## config.mk

```make
export PLATFORM = sky130hd
export DESIGN_NAME = hp_bars_anim_flat
export DESIGN_NICKNAME = d
export VERILOG_FILES = /design/src/rtl/hp_bars_pkg.sv /design/src/rtl/vga_if.sv /design/src/rtl/hp_channel.sv /design/src/rtl/hp_bars_anim.sv /design/src/flat_wrapper.sv
export SDC_FILE = /design/constraint.sdc
export NUM_CORES = 1
export LEC_CHECK = 0
export CELL_PAD_IN_SITES_DETAIL_PLACEMENT = 1
export CELL_PAD_IN_SITES_GLOBAL_PLACEMENT = 1
export CORE_MARGIN = 4
export CORE_UTILIZATION = 47
export CTS_CLUSTER_SIZE = 10
export DETAILED_ROUTE_END_ITERATION = 12
export GPL_ROUTABILITY_DRIVEN = 0
export GPL_TIMING_DRIVEN = 1
export HOLD_SLACK_MARGIN = 0.02
export PLACE_DENSITY = 0.87
export SYNTH_ARGS = -nofsm -noshare
export SYNTH_HDL_FRONTEND = slang
export SYNTH_SLANG_ARGS = --single-unit
```

## constraint.sdc

```tcl
create_clock -name clk -period 11.9 [get_ports clk]
set_input_delay 1.785 -clock clk [delete_from_list [all_inputs] [get_ports clk]]
set_output_delay 1.785 -clock clk [all_outputs]
set_load 0.03 [all_outputs]
```

## src/rtl/hp_bars_pkg.sv

```systemverilog
// Shared colours, HUD geometry and per-player state for the two-player health bars.
package hp_bars_pkg;

  localparam int ST_W = 16;
  localparam int FL_W = 8;
  localparam int CW   = ST_W + 1;

  localparam logic [11:0] COL_FRAME  = 12'hFF0;
  localparam logic [11:0] COL_GHOST  = 12'hF80;
  localparam logic [11:0] COL_HEALTH = 12'hF00;
  localparam logic [11:0] COL_FLASH  = 12'hFFF;

  localparam logic [CW-1:0] FRAME_X0    = CW'(3);
  localparam logic [CW-1:0] FRAME_X1    = CW'(1020);
  localparam logic [CW-1:0] FRAME_Y0    = CW'(3);
  localparam logic [CW-1:0] FRAME_Y1    = CW'(29);
  localparam logic [CW-1:0] BAR_Y0      = CW'(6);
  localparam logic [CW-1:0] BAR_Y1      = CW'(26);
  localparam logic [CW-1:0] CAT_X_END   = CW'(508);
  localparam logic [CW-1:0] DOG_X_START = CW'(516);

  typedef struct packed {
    logic [ST_W-1:0] health;
    logic [ST_W-1:0] ghost;
    logic [FL_W-1:0] flash;
    logic            ko;
  } player_t;

  function automatic logic in_span(input logic [CW-1:0] v, input logic [CW-1:0] lo,
                                   input logic [CW-1:0] hi);
    return (v >= lo) && (v < hi);
  endfunction

  // Cat bar grows leftwards from CAT_X_END; written without subtraction so it never wraps.
  function automatic logic cat_span(input logic [CW-1:0] x, input logic [CW-1:0] len);
    return (x < CAT_X_END) && ((x + len) >= CAT_X_END);
  endfunction

  function automatic logic dog_span(input logic [CW-1:0] x, input logic [CW-1:0] len);
    return (x >= DOG_X_START) && (x < (DOG_X_START + len));
  endfunction

endpackage

```

## src/rtl/vga_if.sv

```systemverilog
// Timing and pixel stream bundle passed between video pipeline stages.
interface vga_if;
  logic [10:0] hcount;
  logic [10:0] vcount;
  logic        hsync;
  logic        vsync;
  logic        hblnk;
  logic        vblnk;
  logic [11:0] rgb;

  modport vga_in  (input  hcount, vcount, hsync, vsync, hblnk, vblnk, rgb);
  modport vga_out (output hcount, vcount, hsync, vsync, hblnk, vblnk, rgb);
endinterface

```

## src/rtl/hp_channel.sv

```systemverilog
// One player's health, trailing ghost bar, hit-flash counter and knockout flag.
module hp_channel
  import hp_bars_pkg::*;
#(
  parameter int HEALTH_MAX   = 500,
  parameter int DAMAGE       = 50,
  parameter int HEAL         = 25,
  parameter int GHOST_STEP   = 2,
  parameter int FLASH_FRAMES = 8
) (
  input  logic    clk,
  input  logic    rst,
  input  logic    frame_tick,
  input  logic    hit,
  input  logic    heal,
  input  logic    round_rst,
  output player_t st
);

  localparam logic [ST_W-1:0] MAX_V   = ST_W'(HEALTH_MAX);
  localparam logic [ST_W-1:0] DMG_V   = ST_W'(DAMAGE);
  localparam logic [ST_W-1:0] HEAL_V  = ST_W'(HEAL);
  localparam logic [ST_W-1:0] STEP_V  = ST_W'(GHOST_STEP);
  localparam logic [FL_W-1:0] FLASH_V = FL_W'(FLASH_FRAMES);
  localparam player_t FULL_ST = '{health: MAX_V, ghost: MAX_V, flash: '0, ko: 1'b0};

  player_t         st_q, st_d;
  logic            hit_ok, heal_ok;
  logic [ST_W-1:0] health_n, ghost_base;

  always_comb begin
    st_d       = st_q;
    hit_ok     = hit & ~st_q.ko;
    heal_ok    = heal & ~hit & ~st_q.ko;
    health_n   = st_q.health;
    ghost_base = st_q.ghost;

    if (hit_ok) begin
      health_n = (st_q.health > DMG_V) ? (st_q.health - DMG_V) : '0;
    end else if (heal_ok) begin
      health_n = ((st_q.health + HEAL_V) >= MAX_V) ? MAX_V : (st_q.health + HEAL_V);
    end

    // Ghost drains toward the new health but never sits below it.
    if (frame_tick) begin
      ghost_base = (st_q.ghost >= STEP_V) ? (st_q.ghost - STEP_V) : '0;
    end

    st_d.health = health_n;
    st_d.ghost  = (ghost_base < health_n) ? health_n : ghost_base;
    st_d.ko     = st_q.ko | (st_q.health == '0);

    if (hit_ok) begin
      st_d.flash = FLASH_V;
    end else if (frame_tick && (st_q.flash != '0)) begin
      st_d.flash = st_q.flash - 1'b1;
    end

    if (round_rst) begin
      st_d = FULL_ST;
    end
  end

  always_ff @(posedge clk) begin
    if (rst) begin
      st_q <= FULL_ST;
    end else begin
      st_q <= st_d;
    end
  end

  assign st = st_q;

endmodule

```

## src/rtl/hp_bars_anim.sv

```systemverilog
// Two-player health-bar HUD overlaid on a VGA stream with one registered pipeline stage.
module hp_bars_anim
  import hp_bars_pkg::*;
#(
  parameter int HEALTH_MAX   = 500,
  parameter int DAMAGE       = 50,
  parameter int HEAL         = 25,
  parameter int GHOST_STEP   = 2,
  parameter int FLASH_FRAMES = 8,
  parameter int HP_W         = 10
) (
  input  logic            clk,
  input  logic            rst,
  input  logic            hit_cat,
  input  logic            hit_dog,
  input  logic            heal_cat,
  input  logic            heal_dog,
  input  logic            round_rst,
  output logic [HP_W-1:0] hp_cat,
  output logic [HP_W-1:0] hp_dog,
  output logic            ko_cat,
  output logic            ko_dog,
  output logic            bar_on,
  vga_if.vga_in           vga_in,
  vga_if.vga_out          vga_out
);

  player_t cat_st, dog_st;
  logic    frame_tick;

  logic [10:0] hcount_q, hcount_d, vcount_q, vcount_d;
  logic        hsync_q, hsync_d, vsync_q, vsync_d;
  logic        hblnk_q, hblnk_d, vblnk_q, vblnk_d;
  logic [11:0] rgb_q, rgb_d;
  logic        bar_on_q, bar_on_d;

  // The registered vblnk doubles as the previous-cycle sample for edge detection.
  assign frame_tick = vga_in.vblnk & ~vblnk_q;

  hp_channel #(
    .HEALTH_MAX(HEALTH_MAX), .DAMAGE(DAMAGE), .HEAL(HEAL),
    .GHOST_STEP(GHOST_STEP), .FLASH_FRAMES(FLASH_FRAMES)
  ) u_cat (
    .clk(clk), .rst(rst), .frame_tick(frame_tick), .hit(hit_cat),
    .heal(heal_cat), .round_rst(round_rst), .st(cat_st)
  );

  hp_channel #(
    .HEALTH_MAX(HEALTH_MAX), .DAMAGE(DAMAGE), .HEAL(HEAL),
    .GHOST_STEP(GHOST_STEP), .FLASH_FRAMES(FLASH_FRAMES)
  ) u_dog (
    .clk(clk), .rst(rst), .frame_tick(frame_tick), .hit(hit_dog),
    .heal(heal_dog), .round_rst(round_rst), .st(dog_st)
  );

  logic [CW-1:0] x, y;
  logic          in_frame, in_bar_y, ghost_px, cat_hp_px, dog_hp_px;

  assign x         = CW'(vga_in.hcount);
  assign y         = CW'(vga_in.vcount);
  assign in_frame  = in_span(x, FRAME_X0, FRAME_X1) & in_span(y, FRAME_Y0, FRAME_Y1);
  assign in_bar_y  = in_span(y, BAR_Y0, BAR_Y1);
  assign ghost_px  = in_bar_y & (cat_span(x, CW'(cat_st.ghost)) | dog_span(x, CW'(dog_st.ghost)));
  assign cat_hp_px = in_bar_y & cat_span(x, CW'(cat_st.health));
  assign dog_hp_px = in_bar_y & dog_span(x, CW'(dog_st.health));

  always_comb begin
    hcount_d = vga_in.hcount;
    vcount_d = vga_in.vcount;
    hsync_d  = vga_in.hsync;
    vsync_d  = vga_in.vsync;
    hblnk_d  = vga_in.hblnk;
    vblnk_d  = vga_in.vblnk;
    rgb_d    = vga_in.rgb;
    bar_on_d = in_frame | ghost_px | cat_hp_px | dog_hp_px;
    if (in_frame) rgb_d = COL_FRAME;
    if (ghost_px) rgb_d = COL_GHOST;
    if (cat_hp_px) rgb_d = (cat_st.flash != '0) ? COL_FLASH : COL_HEALTH;
    if (dog_hp_px) rgb_d = (dog_st.flash != '0) ? COL_FLASH : COL_HEALTH;
  end

  always_ff @(posedge clk) begin
    if (rst) begin
      hcount_q <= '0;
      vcount_q <= '0;
      hsync_q  <= 1'b0;
      vsync_q  <= 1'b0;
      hblnk_q  <= 1'b0;
      vblnk_q  <= 1'b0;
      rgb_q    <= '0;
      bar_on_q <= 1'b0;
    end else begin
      hcount_q <= hcount_d;
      vcount_q <= vcount_d;
      hsync_q  <= hsync_d;
      vsync_q  <= vsync_d;
      hblnk_q  <= hblnk_d;
      vblnk_q  <= vblnk_d;
      rgb_q    <= rgb_d;
      bar_on_q <= bar_on_d;
    end
  end

  assign vga_out.hcount = hcount_q;
  assign vga_out.vcount = vcount_q;
  assign vga_out.hsync  = hsync_q;
  assign vga_out.vsync  = vsync_q;
  assign vga_out.hblnk  = hblnk_q;
  assign vga_out.vblnk  = vblnk_q;
  assign vga_out.rgb    = rgb_q;
  assign bar_on         = bar_on_q;

  assign hp_cat = cat_st.health[HP_W-1:0];
  assign hp_dog = dog_st.health[HP_W-1:0];
  assign ko_cat = cat_st.ko;
  assign ko_dog = dog_st.ko;

endmodule

```

## src/flat_wrapper.sv

```systemverilog
// flat-port wrapper written by rule: the top's interface ports become plain ports
module hp_bars_anim_flat import hp_bars_pkg::*;
#(
  parameter int HEALTH_MAX   = 500,
  parameter int DAMAGE       = 50,
  parameter int HEAL         = 25,
  parameter int GHOST_STEP   = 2,
  parameter int FLASH_FRAMES = 8,
  parameter int HP_W         = 10
)
  (clk, rst, hit_cat, hit_dog, heal_cat, heal_dog, round_rst, hp_cat, hp_dog, ko_cat, ko_dog, bar_on, vga_in_hcount, vga_in_vcount, vga_in_hsync, vga_in_vsync, vga_in_hblnk, vga_in_vblnk, vga_in_rgb, vga_out_hcount, vga_out_vcount, vga_out_hsync, vga_out_vsync, vga_out_hblnk, vga_out_vblnk, vga_out_rgb);
  vga_if vga_in_i ();
  vga_if vga_out_i ();
  input  logic clk;
  input  logic rst;
  input  logic hit_cat;
  input  logic hit_dog;
  input  logic heal_cat;
  input  logic heal_dog;
  input  logic round_rst;
  output logic [HP_W-1:0] hp_cat;
  output logic [HP_W-1:0] hp_dog;
  output logic ko_cat;
  output logic ko_dog;
  output logic bar_on;
  input wire logic [$bits(vga_in_i.hcount)-1:0] vga_in_hcount;
  input wire logic [$bits(vga_in_i.vcount)-1:0] vga_in_vcount;
  input wire logic [$bits(vga_in_i.hsync)-1:0] vga_in_hsync;
  input wire logic [$bits(vga_in_i.vsync)-1:0] vga_in_vsync;
  input wire logic [$bits(vga_in_i.hblnk)-1:0] vga_in_hblnk;
  input wire logic [$bits(vga_in_i.vblnk)-1:0] vga_in_vblnk;
  input wire logic [$bits(vga_in_i.rgb)-1:0] vga_in_rgb;
  output wire logic [$bits(vga_out_i.hcount)-1:0] vga_out_hcount;
  output wire logic [$bits(vga_out_i.vcount)-1:0] vga_out_vcount;
  output wire logic [$bits(vga_out_i.hsync)-1:0] vga_out_hsync;
  output wire logic [$bits(vga_out_i.vsync)-1:0] vga_out_vsync;
  output wire logic [$bits(vga_out_i.hblnk)-1:0] vga_out_hblnk;
  output wire logic [$bits(vga_out_i.vblnk)-1:0] vga_out_vblnk;
  output wire logic [$bits(vga_out_i.rgb)-1:0] vga_out_rgb;
  assign vga_in_i.hcount = vga_in_hcount;
  assign vga_in_i.vcount = vga_in_vcount;
  assign vga_in_i.hsync = vga_in_hsync;
  assign vga_in_i.vsync = vga_in_vsync;
  assign vga_in_i.hblnk = vga_in_hblnk;
  assign vga_in_i.vblnk = vga_in_vblnk;
  assign vga_in_i.rgb = vga_in_rgb;
  assign vga_out_hcount = vga_out_i.hcount;
  assign vga_out_vcount = vga_out_i.vcount;
  assign vga_out_hsync = vga_out_i.hsync;
  assign vga_out_vsync = vga_out_i.vsync;
  assign vga_out_hblnk = vga_out_i.hblnk;
  assign vga_out_vblnk = vga_out_i.vblnk;
  assign vga_out_rgb = vga_out_i.rgb;
  hp_bars_anim #(.HEALTH_MAX(HEALTH_MAX), .DAMAGE(DAMAGE), .HEAL(HEAL), .GHOST_STEP(GHOST_STEP), .FLASH_FRAMES(FLASH_FRAMES), .HP_W(HP_W)) u_core (.clk(clk), .rst(rst), .hit_cat(hit_cat), .hit_dog(hit_dog), .heal_cat(heal_cat), .heal_dog(heal_dog), .round_rst(round_rst), .hp_cat(hp_cat), .hp_dog(hp_dog), .ko_cat(ko_cat), .ko_dog(ko_dog), .bar_on(bar_on), .vga_in(vga_in_i), .vga_out(vga_out_i));
endmodule
```

==> reports/summary.log <==
qor: worst_setup_path.cp-startpoint vga_in_vblnk
qor: sta.max_fclk 162 MHz
qor: clocking.post_cts_resize_count 0
qor: yosys.netlist.top_cell.by_area sky130_fd_sc_hd__dfxtp_1
qor: sta.final.hold.worst_slack 522 ps
qor: worst_setup_path.crit_required 12150 ps
qor: global_route.global_route.usage.met1 35.0%
qor: cells_and_area.layout.cells.most_common_list sky130_fd_sc_hd__nor2_1, sky130_fd_sc_hd__dfxtp_1, sky130_fd_sc_hd__clkdlybuf4s50_1, sky130_fd_sc_hd__ha_1
qor: worst_setup_path.crit_fanout 30
qor: yosys.yosys-top-cells-area sky130_fd_sc_hd__dfxtp_1, sky130_fd_sc_hd__ha_1, sky130_fd_sc_hd__nor2_1
qor: clocking.cts_inserted_buffers 17
qor: worst_setup_path.reg2reg_to u_core.u_dog.st[13]
qor: sta.timing.setup.tns 0 ps
qor: route.dr_total_vias 9988
qor: cells_and_area.areaGrowthSynthToFinish 14.8%
qor: sta.timing.final.setup_violations 0
qor: route.drtPass1Iterations 5
qor: placement.place_hpwl 24.9 mm
qor: route.drcViolationCount 0
qor: sta.fin_crit_sh 51.9%
qor: die.die_width 154 µm
qor: die.ios 106
qor: yosys.synthesis.instances 1260
qor: yosys.yosysSeqAreaShare 24.2%
qor: yosys.syn-num-nets 1400
qor: yosys.yosys_most_used_dff sky130_fd_sc_hd__dfxtp_1
qor: sta.timing_worst_slew_pin_value 1220 ps
qor: global_route.grt_first_pass_wirelength 55.8 mm
qor: route.post_drt_wl_per_cell 22.1 µm
qor: sta.skew 13.9 ps
qor: clocking.htree_levels 4
qor: route.initialDrtViolationCount 713
qor: power_and_ir_drop.leakage_power 4.46 nW
qor: worst_hold_path.hold_path.class flop to flop
qor: global_route.antenna_found_initial 1
qor: sta.maxSlewViolCount 0
qor: cells_and_area.drive_above_1_share 5.81%
qor: route.drtAntennaViolNets 0
qor: sta.timing.max_slew.rel_slack 18.4%
qor: yosys.asyncSetResetFlopFracSynth 0%
qor: clocking.clock-root-buffer sky130_fd_sc_hd__clkbuf_16
qor: worst_setup_path.worst_setup_path_start_kind input pin
qor: yosys.syn-cell-area 10000 µm²
qor: clocking.clkSinkCount 121
qor: power_and_ir_drop.power_density_over_the_cells 120 nW/µm²
qor: route.routed_wl 35.0 mm
qor: clocking.worst_setup_hold_path_clk_slew 70 ps
qor: die.effective_utilization_at_floorplan 47.7%
qor: cells_and_area.insertedDiodeCount 0
qor: die.rows 53
qor: route.route.detailed.vias_per_inst 6.31
qor: cells_and_area.finalNetCount 1434
qor: worst_setup_path.setup.worst_path.class input pin to flop
qor: worst_setup_path.worstReg2RegStart u_core.u_dog.st[11]
qor: global_route.gr-total-overflow 0
qor: yosys.yosysUniqueCellTypes 82
qor: global_route.gr-usage-all-layers 28.8%
qor: yosys.synthesis.area_per_instance 7.96 µm²
qor: die.dieHeight 154 µm
qor: yosys.synth_edf_count 0
qor: global_route.grt.met2_usage 51.1%
qor: sta.finalCriticalPeriod 6180 ps
qor: status.run_status finished clean
qor: placement.io_buffer_count 105
qor: yosys.yosys_register_bits 121
qor: worst_setup_path.critPathArrivalTime 6430 ps
qor: job.cap_violations 0
qor: clocking.cts_tree done
qor: clocking.worst_case_clock_buffer_depth 2
qor: sta.final_hold_viol_count 0
qor: worst_setup_path.reg2reg_setup_slack 6550 ps
qor: worst_setup_path.critPathCaptureType flop
qor: clocking.worst_skew_pair.late_latency 430 ps
qor: power_and_ir_drop.ir_drop 0.0000892 V
qor: global_route.grt.met3_usage 4.73%
qor: worst_setup_path.rr_worst_depth 17
qor: global_route.grt-busiest-layer met2
qor: global_route.first_global_vias 10300
qor: sta.rsz0062_at_grt no
qor: die.placeableCoreArea 21000 µm²
qor: clocking.cts_hold_buf 0
qor: global_route.grt_start_max_net_pins 46
qor: yosys.ys.warnings.count 0
qor: worst_setup_path.setup.worst_path.end u_core.u_dog.st[13]
qor: clocking.post_cts_repair_setup_buffers 0
qor: die.die_area 23700 µm²
qor: yosys.yosys.area.top_type_share 24.2%
critical path: stages:
cell and delay (ps):
sky130_fd_sc_hd__clkdlybuf4s50_1 490, sky130_fd_sc_hd__or2b_2 470, sky130_fd_sc_hd__nor3_1 520, sky130_fd_sc_hd__nand2_1 180, sky130_fd_sc_hd__or3_1 350, sky130_fd_sc_hd__xor2_1 150
sky130_fd_sc_hd__nor2_1 140, sky130_fd_sc_hd__ha_1 250, sky130_fd_sc_hd__and3_1 160, sky130_fd_sc_hd__a221o_1 350, sky130_fd_sc_hd__a221oi_1 350, sky130_fd_sc_hd__o21ai_0 210
sky130_fd_sc_hd__a211o_1 320, sky130_fd_sc_hd__o21ai_1 120, sky130_fd_sc_hd__buf_4 300, sky130_fd_sc_hd__and2_1 190, sky130_fd_sc_hd__o21ai_0 90
sequential cells by signal, indices dropped and copies added (netlist names):
signal / cells
u_core.u_dog.st: 41
u_core.vga_out.vblnk: 1
u_core.u_cat.st: 41
u_core.vga_out.rgb: 12
u_core.vga_out.hsync: 1
u_core.vga_out.hcount: 11
u_core.vga_out.vsync: 1
u_core.vga_out.vcount: 11
u_core.vga_out.hblnk: 1
u_core.bar_on: 1
area by class of cell:
type	count	area [µm²]
Timing Repair Buffer	109	1080
Inverter	41	154
Tap cell	275	344
Fill cell	2557	9500
Sequential cell	121	2420
Clock buffer	17	425
Clock inverter	15	178
Multi-Input combinational cell	1004	6910
through the flow:
stage	instances	setup WS [ps]	utilization (%)	cell area (µm²)	power [mW]
finish	1582	5720	54.8	11500	1.38
global route	1582	5490	54.8	11500	1.44
CTS	1582	5780	54.8	11500	1.38
detailed placement	1550	5560	51.9	10900	0.827
global placement	1550	5680	51.9	10900	0.809
floorplan	1260	6600	-	10000	0.724
power breakdown:
group | switching [mW] | internal [mW] | total [mW] | leakage (nW)
clock | 0.232 | 0.317 | 0.549 | 0.299
combinational | 0.224 | 0.158 | 0.382 | 3.17
sequential | 0.0289 | 0.423 | 0.452 | 0.990
total | 0.485 | 0.898 | 1.38 | 4.46
logic make-up (layout without fill, tap and decap cells):
group / count (synthesis) / count (layout) / share of synthesized area, %
simple gates: 481 / 481 / 25.1
compound gates: 337 / 337 / 23.1
buf+inv: 135 / 182 / 6.96
flops: 121 / 121 / 24.2
fa+ha+maj: 95 / 95 / 12.0
xor+xnor: 72 / 72 / 6.29
mux: 19 / 19 / 2.37
Yosys cell counts, types with 10 or more instances:
cell type,count
sky130_fd_sc_hd__dfxtp_1,121
sky130_fd_sc_hd__nand3_1,31
sky130_fd_sc_hd__nor4_1,15
sky130_fd_sc_hd__inv_1,41
sky130_fd_sc_hd__a21oi_1,78
sky130_fd_sc_hd__or2_2,10
sky130_fd_sc_hd__nor2b_1,40
sky130_fd_sc_hd__nor3_1,46
sky130_fd_sc_hd__xor2_1,23
sky130_fd_sc_hd__or3_1,13
sky130_fd_sc_hd__xnor2_1,49
sky130_fd_sc_hd__nor2_1,122
sky130_fd_sc_hd__o21a_1,14
sky130_fd_sc_hd__clkbuf_1,52
sky130_fd_sc_hd__nor3b_1,11
sky130_fd_sc_hd__a211oi_1,24
sky130_fd_sc_hd__a31oi_1,13
sky130_fd_sc_hd__buf_4,20
sky130_fd_sc_hd__nand2_1,78
sky130_fd_sc_hd__nand4_1,15
sky130_fd_sc_hd__nand2b_1,35
sky130_fd_sc_hd__and3_1,19
sky130_fd_sc_hd__a21o_1,25
sky130_fd_sc_hd__o21ai_0,63
sky130_fd_sc_hd__o211ai_1,10
sky130_fd_sc_hd__and2_1,11
sky130_fd_sc_hd__ha_1,93
sky130_fd_sc_hd__a211o_1,11
worst min-delay path by stage:
stage                                  start                 end  slack [ps]  cells after the start
after global placement    u_core.u_dog.st[3]  u_core.u_dog.st[3]         460                      2
after detailed placement  u_core.u_dog.st[3]  u_core.u_dog.st[3]         490                      2
after CTS                 u_core.u_cat.st[5]  u_core.u_cat.st[5]         520                      2
after floorplan           u_core.u_dog.st[3]  u_core.u_dog.st[3]         440                      2
final                     u_core.u_cat.st[8]  u_core.u_cat.st[8]         520                      2
after global routing      u_core.u_dog.st[3]  u_core.u_dog.st[3]         530                      2
metal layers:
layer,share of wire [%],vias to the layer above
met5,0.037,-
met3,4.1,89
met2,51,274
met1,42,4967
li1,-,4656
met4,3.4,2
(Power assumes the default switching activity.)
